**config.mk**
```make
export PLATFORM = sky130hd
export DESIGN_NAME = seg_display_ctrl
export DESIGN_NICKNAME = d
export VERILOG_FILES = /design/src/rtl/seg_pkg.sv /design/src/rtl/hex_seg_lut.sv /design/src/rtl/seg_display_ctrl.sv
export SDC_FILE = /design/constraint.sdc
export NUM_CORES = 1
export LEC_CHECK = 0
export BUFFER_PORTS_ARGS = -buffer_cell sky130_fd_sc_hd__buf_2
export CORE_MARGIN = 2
export CORE_UTILIZATION = 50
export CTS_CLUSTER_SIZE = 20
export DETAILED_ROUTE_END_ITERATION = 12
export PLACE_DENSITY = 0.72
export SYNTH_ARGS = -nofsm -noshare
export SYNTH_HDL_FRONTEND = slang
export SYNTH_HIERARCHICAL = 1
export SYNTH_SLANG_ARGS = --single-unit
```
**constraint.sdc**
```tcl
create_clock -name Clk -period 4.95 [get_ports Clk]
set_input_delay 0.7425 -clock Clk [delete_from_list [all_inputs] [get_ports Clk]]
set_output_delay 0.7425 -clock Clk [all_outputs]
set_load 0.03 [all_outputs]
```
**src/rtl/seg_pkg.sv**
```systemverilog
// Shared types and the hex-to-segment table for the seven-segment display block.
// Segment bits are a..g from bit 0 and active-high here; output polarity is applied by the top.
package seg_pkg;

  typedef logic [6:0] seg_t;

  localparam seg_t SEG_BLANK = 7'h00;

  // Entry 0 is the rightmost element, so the list reads F down to 0.
  localparam logic [15:0][6:0] HEX_TABLE = {
    7'h71, 7'h79, 7'h5E, 7'h39,  // F E d C
    7'h7C, 7'h77, 7'h6F, 7'h7F,  // b A 9 8
    7'h07, 7'h7D, 7'h6D, 7'h66,  // 7 6 5 4
    7'h4F, 7'h5B, 7'h06, 7'h3F   // 3 2 1 0
  };

endpackage

```
**src/rtl/hex_seg_lut.sv**
```systemverilog
// Combinational hex digit to active-high seven-segment pattern.
// Zero latency; no flow control.
module hex_seg_lut
  import seg_pkg::*;
(
  input  logic [3:0] hex,
  output seg_t       seg
);

  assign seg = HEX_TABLE[hex];

endmodule

```
**src/rtl/seg_display_ctrl.sv**
```systemverilog
// Hex display driver: static per-digit segments plus an optional multiplexed scan output.
// All outputs are registered one cycle after the held data; the block has no backpressure.
module seg_display_ctrl
  import seg_pkg::*;
#(
  parameter int NUM_DIGITS = 4,
  parameter int SCAN_DIV   = 50000,
  parameter int BLINK_DIV  = 25000000,
  parameter int ACTIVE_LOW = 1
) (
  input  logic                    Clk,
  input  logic                    Reset,
  input  logic                    Load,
  input  logic [4*NUM_DIGITS-1:0] Value,
  input  logic                    BlankLZ,
  input  logic [NUM_DIGITS-1:0]   BlinkMask,
  input  logic                    Mode,
  output logic [7*NUM_DIGITS-1:0] Seg,
  output logic [6:0]              ScanSeg,
  output logic [NUM_DIGITS-1:0]   DigitEn
);

  localparam int SW = $clog2(SCAN_DIV);
  localparam int BW = $clog2(BLINK_DIV);
  localparam int IW = (NUM_DIGITS > 1) ? $clog2(NUM_DIGITS) : 1;

  localparam logic [SW-1:0] SCAN_LAST  = SW'(SCAN_DIV - 1);
  localparam logic [BW-1:0] BLINK_LAST = BW'(BLINK_DIV - 1);
  localparam logic [IW-1:0] IDX_LAST   = IW'(NUM_DIGITS - 1);

  // XOR mask that converts active-high patterns to the pin polarity; also the "off" level.
  localparam seg_t                  SEG_OFF = {7{ACTIVE_LOW != 0}};
  localparam logic [NUM_DIGITS-1:0] EN_OFF  = {NUM_DIGITS{ACTIVE_LOW != 0}};

  logic [4*NUM_DIGITS-1:0] data_q;
  logic [SW-1:0]           scan_cnt;
  logic [IW-1:0]           idx;
  logic [BW-1:0]           blink_cnt;
  logic                    phase;

  seg_t                    raw   [NUM_DIGITS];
  seg_t                    seg_d [NUM_DIGITS];
  logic [7*NUM_DIGITS-1:0] seg_flat;
  logic [NUM_DIGITS-1:0]   en_hot;

  always_ff @(posedge Clk or posedge Reset) begin
    if (Reset) begin
      data_q <= '0;
    end else if (Load) begin
      data_q <= Value;
    end
  end

  for (genvar g = 0; g < NUM_DIGITS; g++) begin : g_lut
    hex_seg_lut u_lut (
      .hex (data_q[4*g +: 4]),
      .seg (raw[g])
    );
  end

  // Walk from the most significant digit; blanking stops at the first nonzero digit.
  always_comb begin
    logic lz;
    logic blank;
    lz       = BlankLZ;
    blank    = 1'b0;
    seg_flat = '0;
    for (int k = NUM_DIGITS - 1; k >= 0; k--) begin
      blank = 1'b0;
      if (k != 0 && lz && data_q[4*k +: 4] == 4'h0) begin
        blank = 1'b1;
      end else begin
        lz = 1'b0;
      end
      if (phase && BlinkMask[k]) begin
        blank = 1'b1;
      end
      seg_d[k]          = blank ? (SEG_BLANK ^ SEG_OFF) : (raw[k] ^ SEG_OFF);
      seg_flat[7*k +: 7] = seg_d[k];
    end
  end

  always_ff @(posedge Clk or posedge Reset) begin
    if (Reset) begin
      blink_cnt <= '0;
      phase     <= 1'b0;
    end else if (blink_cnt == BLINK_LAST) begin
      blink_cnt <= '0;
      phase     <= ~phase;
    end else begin
      blink_cnt <= blink_cnt + 1'b1;
    end
  end

  // Static mode parks the scan at digit 0 so re-entering scan gives a full first dwell.
  always_ff @(posedge Clk or posedge Reset) begin
    if (Reset) begin
      scan_cnt <= '0;
      idx      <= '0;
    end else if (!Mode) begin
      scan_cnt <= '0;
      idx      <= '0;
    end else if (scan_cnt == SCAN_LAST) begin
      scan_cnt <= '0;
      idx      <= (idx == IDX_LAST) ? '0 : idx + 1'b1;
    end else begin
      scan_cnt <= scan_cnt + 1'b1;
    end
  end

  always_comb begin
    en_hot      = '0;
    en_hot[idx] = 1'b1;
  end

  always_ff @(posedge Clk or posedge Reset) begin
    if (Reset) begin
      Seg     <= {NUM_DIGITS{SEG_BLANK ^ SEG_OFF}};
      ScanSeg <= SEG_BLANK ^ SEG_OFF;
      DigitEn <= EN_OFF;
    end else begin
      Seg     <= seg_flat;
      ScanSeg <= Mode ? seg_d[idx] : (SEG_BLANK ^ SEG_OFF);
      DigitEn <= Mode ? (en_hot ^ EN_OFF) : EN_OFF;
    end
  end

endmodule

```
==> impl_results.md <==
- Status: complete, no violations
- Residual DRC count: 0
- Post-synth ARST share: 100%
- Leakage power: 2.81 nW
- Worst-margin pin slew: 1080 ps
- Largest family of logic cells by synthesized area: simple AND/OR/NAND/NOR gates
- Synthesized cell area: 0.00547 mm²
- MaxCap Viol Count: 0
- CTS-repair resized insts: 0
- Flop and latch count out of synthesis: 99
- # fillers: 966
- Final-report hold violation count: 0
- Initial core utilization: 50.9%
- Clk_skew: 8.94 ps
- Compound-Gate Fraction of Synth Area: 8.99%
- Setup total negative slack: 0 ps
- TritonCTS Buffers: 9
- First drt pass iteration count: 4
- Simple-gate share of the synthesized area: 18.8%
- Die Width: 109 µm
- Mux contribution to synthesized area: 9.19%
- Layout cells sized above 1: 27.9%
- Core area: 0.0107 mm²
- Wire per inst: 15.9 µm
- Critical-path cell list: nor4b_1 -> a22oi_1 -> a41oi_1 -> a22o_1
- Clock-pin slew on the worst setup and hold paths: 90 ps
- Clock Root Buffer: clkbuf_8
- Post-CTS Hold Buffers: 0
- Critical path's slowest cell: a22oi_1
- Ys flop type: dfrtp_1
- Vias: 3986
- Peak supply drop: 0.000213 V
- Synth unique cells: 53
- Port bufs: 63
- Sequential share of the synthesized area: 46.2%
- Worst setup path category: reg2reg
- Syn avg cell area: 10.6 µm²
- Max-slew violation count: 0
- Most frequent cells in the layout: buf_2 (63), dfrtp_1 (60), nand2_1 (54), dfstp_2 (39), ha_1 (34)
- P per Cell Area: 315 mW/mm²
- Nets: 624
- Finish-stage setup viols: 0
- Gr usage total: 20.5%
- Final WL: 11.3 mm
- RR Startpoint: data_q[15]$_DFFE_PP0P_
- Tot Pwr: 0.00191 W
- Arrival time at the worst endpoint: 2540 ps
- Hold Path Class: reg2reg
- WHS Endpoint: blink_cnt[0]$_DFF_PP0_
- Slew headroom: 28.1%
- Period Utilization, post-route: 45.0%
- Layout area overhead: 10.6%
- RSZ-0062 raised after global routing: false
- HP Start: blink_cnt[0]$_DFF_PP0_
- Final antenna diode count: 0
- Worst reg2reg endpoint: ScanSeg[6]$_DFF_PP1_
- Vias in the first global route: 3902
- Adder-cell area share of the yosys netlist: 7.78%
- Placed cell area: 0.00583 mm²
- GPL Wtd Cong: 0.868
- Grt total ovfl: 0
- CTS tree: yes
- Post-synthesis cell count: 515
- Vias per cell: 5.61
- Setup slack at placement: 2510 ps
- Max Freq: 0.449 GHz
- Post-Layout Inst Area: 0.00605 mm²
- Most common cell after layout, fill and taps aside: buf_2
- Detailed Place HPWL: 8.29 mm
- Crit path time final: 2230 ps
- R2R Setup Slk: 2720 ps
- Hold Crit Depth: 1
- Full die area: 0.0118 mm²
- Crit start category: flop
- Initial antenna violation count: 0
- Die Y: 109 µm
- Starting DRT DRC Count: 181
- Worst setup margin: 2720 ps
- Clock sinks: 99
- Clock Path Buffers: 2
- Number of post-CTS setup repair buffers: 0
- CP max FO: 16
- Syn. warnings: 6
- H-tree depth: 3
- Site row count: 38
- Post-synth EDFFs: 0
- Post-synthesis xor/xnor area fraction: 4.32%
- Critical Path RT: 5260 ps
- # IOs: 64
- Crit end category: flop
- Worst-skew pair later-pin latency: 370 ps
- Routed Antenna Nets: 0
- Global-route wire length before repair: 18.5 mm
- Syn nets: 574
- Largest net degree at the start of global routing: 53
- Worst r2r path cells: 4
- Delay of the slowest critical-path stage: 840 ps
==> state kept, by name, indices dropped and copies added (netlist names) <==
name and count:
ScanSeg 7, data_q 16, phase 1, DigitEn 4, Seg 28, idx 2, scan_cnt 16, blink_cnt 25
==> layer usage <==
layer	routed length [µm]	share of wire [%]	global-route usage [%]	vias up
met4	171	1.5	6.32	0
met5	0	0	0	-
met1	5030	45	26.2	1951
li1	-	-	-	1921
met3	525	4.7	5.49	16
met2	5530	49	33.9	98
==> power breakdown <==
group | internal (W) | leakage (nW) | switching (W) | total [W]
sequential | 0.000908 | 1.19 | 0.0000600 | 0.000968
combinational | 0.000147 | 1.51 | 0.000249 | 0.000396
clock | 0.000274 | 0.108 | 0.000270 | 0.000544
total | 0.00133 | 2.81 | 0.000579 | 0.00191
==> logic make-up (layout without fill, tap and decap cells) <==
logic type | count (synthesis) | in the layout
buffers and inverters | 57 | 112
DFF | 99 | 99
xor gates and xnor gates | 27 | 27
AOI/OAI and AO/OA | 71 | 71
adders and majority gates | 34 | 34
and+or+nand+nor | 187 | 187
muxes | 40 | 40
==> worst max-delay path by stage <==
| stage | start | end | slack (ps) | cells after the start |
|---|---|---|---|---|
| floorplan | Reset | blink_cnt[0]$_DFF_PP0_ | 1680 | 1 |
| global placement | BlankLZ | ScanSeg[4]$_DFF_PP1_ | 2580 | 5 |
| detailed placement | BlankLZ | ScanSeg[6]$_DFF_PP1_ | 2510 | 5 |
| CTS | data_q[15]$_DFFE_PP0P_ | ScanSeg[6]$_DFF_PP1_ | 2700 | 4 |
| global route | data_q[15]$_DFFE_PP0P_ | ScanSeg[4]$_DFF_PP1_ | 2410 | 4 |
| finish | data_q[15]$_DFFE_PP0P_ | ScanSeg[6]$_DFF_PP1_ | 2720 | 4 |
==> critical path: cells and delay by family, from the launching register on <==
| family | cells | cell delay, ps |
|---|---|---|
| AOI/OAI and AO/OA | 3 | 1330 |
| DFF | 1 | 670 |
| and+or+nand+nor | 1 | 170 |
==> cell type report <==
type / instances / area [µm²] / share of cell area (%)
Tap cell: 140 / 175 / 2.89
Inverter: 32 / 121 / 2.01
Multi-Input combinational cell: 359 / 2690 / 44.4
Timing Repair Buffer: 64 / 323 / 5.33
Clock inverter: 2 / 12.5 / 0.207
Clock buffer: 14 / 206 / 3.41
Sequential cell: 99 / 2530 / 41.7
==> metrics by stage <==
step	std cells	utilization, %	hold WS, ps
2_1_floorplan	515	-	448
3_3_place_gp	694	54.3	466
3_5_place_dp	694	54.3	469
4_1_cts	710	56.3	481
5_1_grt	710	56.3	512
6_report	710	56.3	485
==> cells in the mapped netlist (4+ instances only) <==
cell type	number	area [µm²]
nand2_1	54	203
clkbuf_1	16	60.1
o21ai_0	8	40.0
xor2_1	16	140
nand4_1	23	144
nor3_1	9	45.0
mux4_1	4	105
buf_6	5	56.3
o32a_1	4	40.0
nand2b_1	4	25.0
mux2i_1	9	90.1
a41oi_1	7	61.3
mux2_2	26	293
dfrtp_1	60	1500
nand3_1	15	75.1
nand3b_1	5	37.5
buf_2	4	20.0
or3_1	7	43.8
a22o_1	7	61.3
xnor2_1	11	96.3
a21oi_1	29	145
ha_1	34	425
nor4_1	8	50.1
nor2_1	23	86.3
dfstp_2	39	1020
inv_1	32	120
and3_1	7	43.8
nor2b_1	8	50.1
or2b_1	4	30.0
Power figures use the tool's default switching activity.
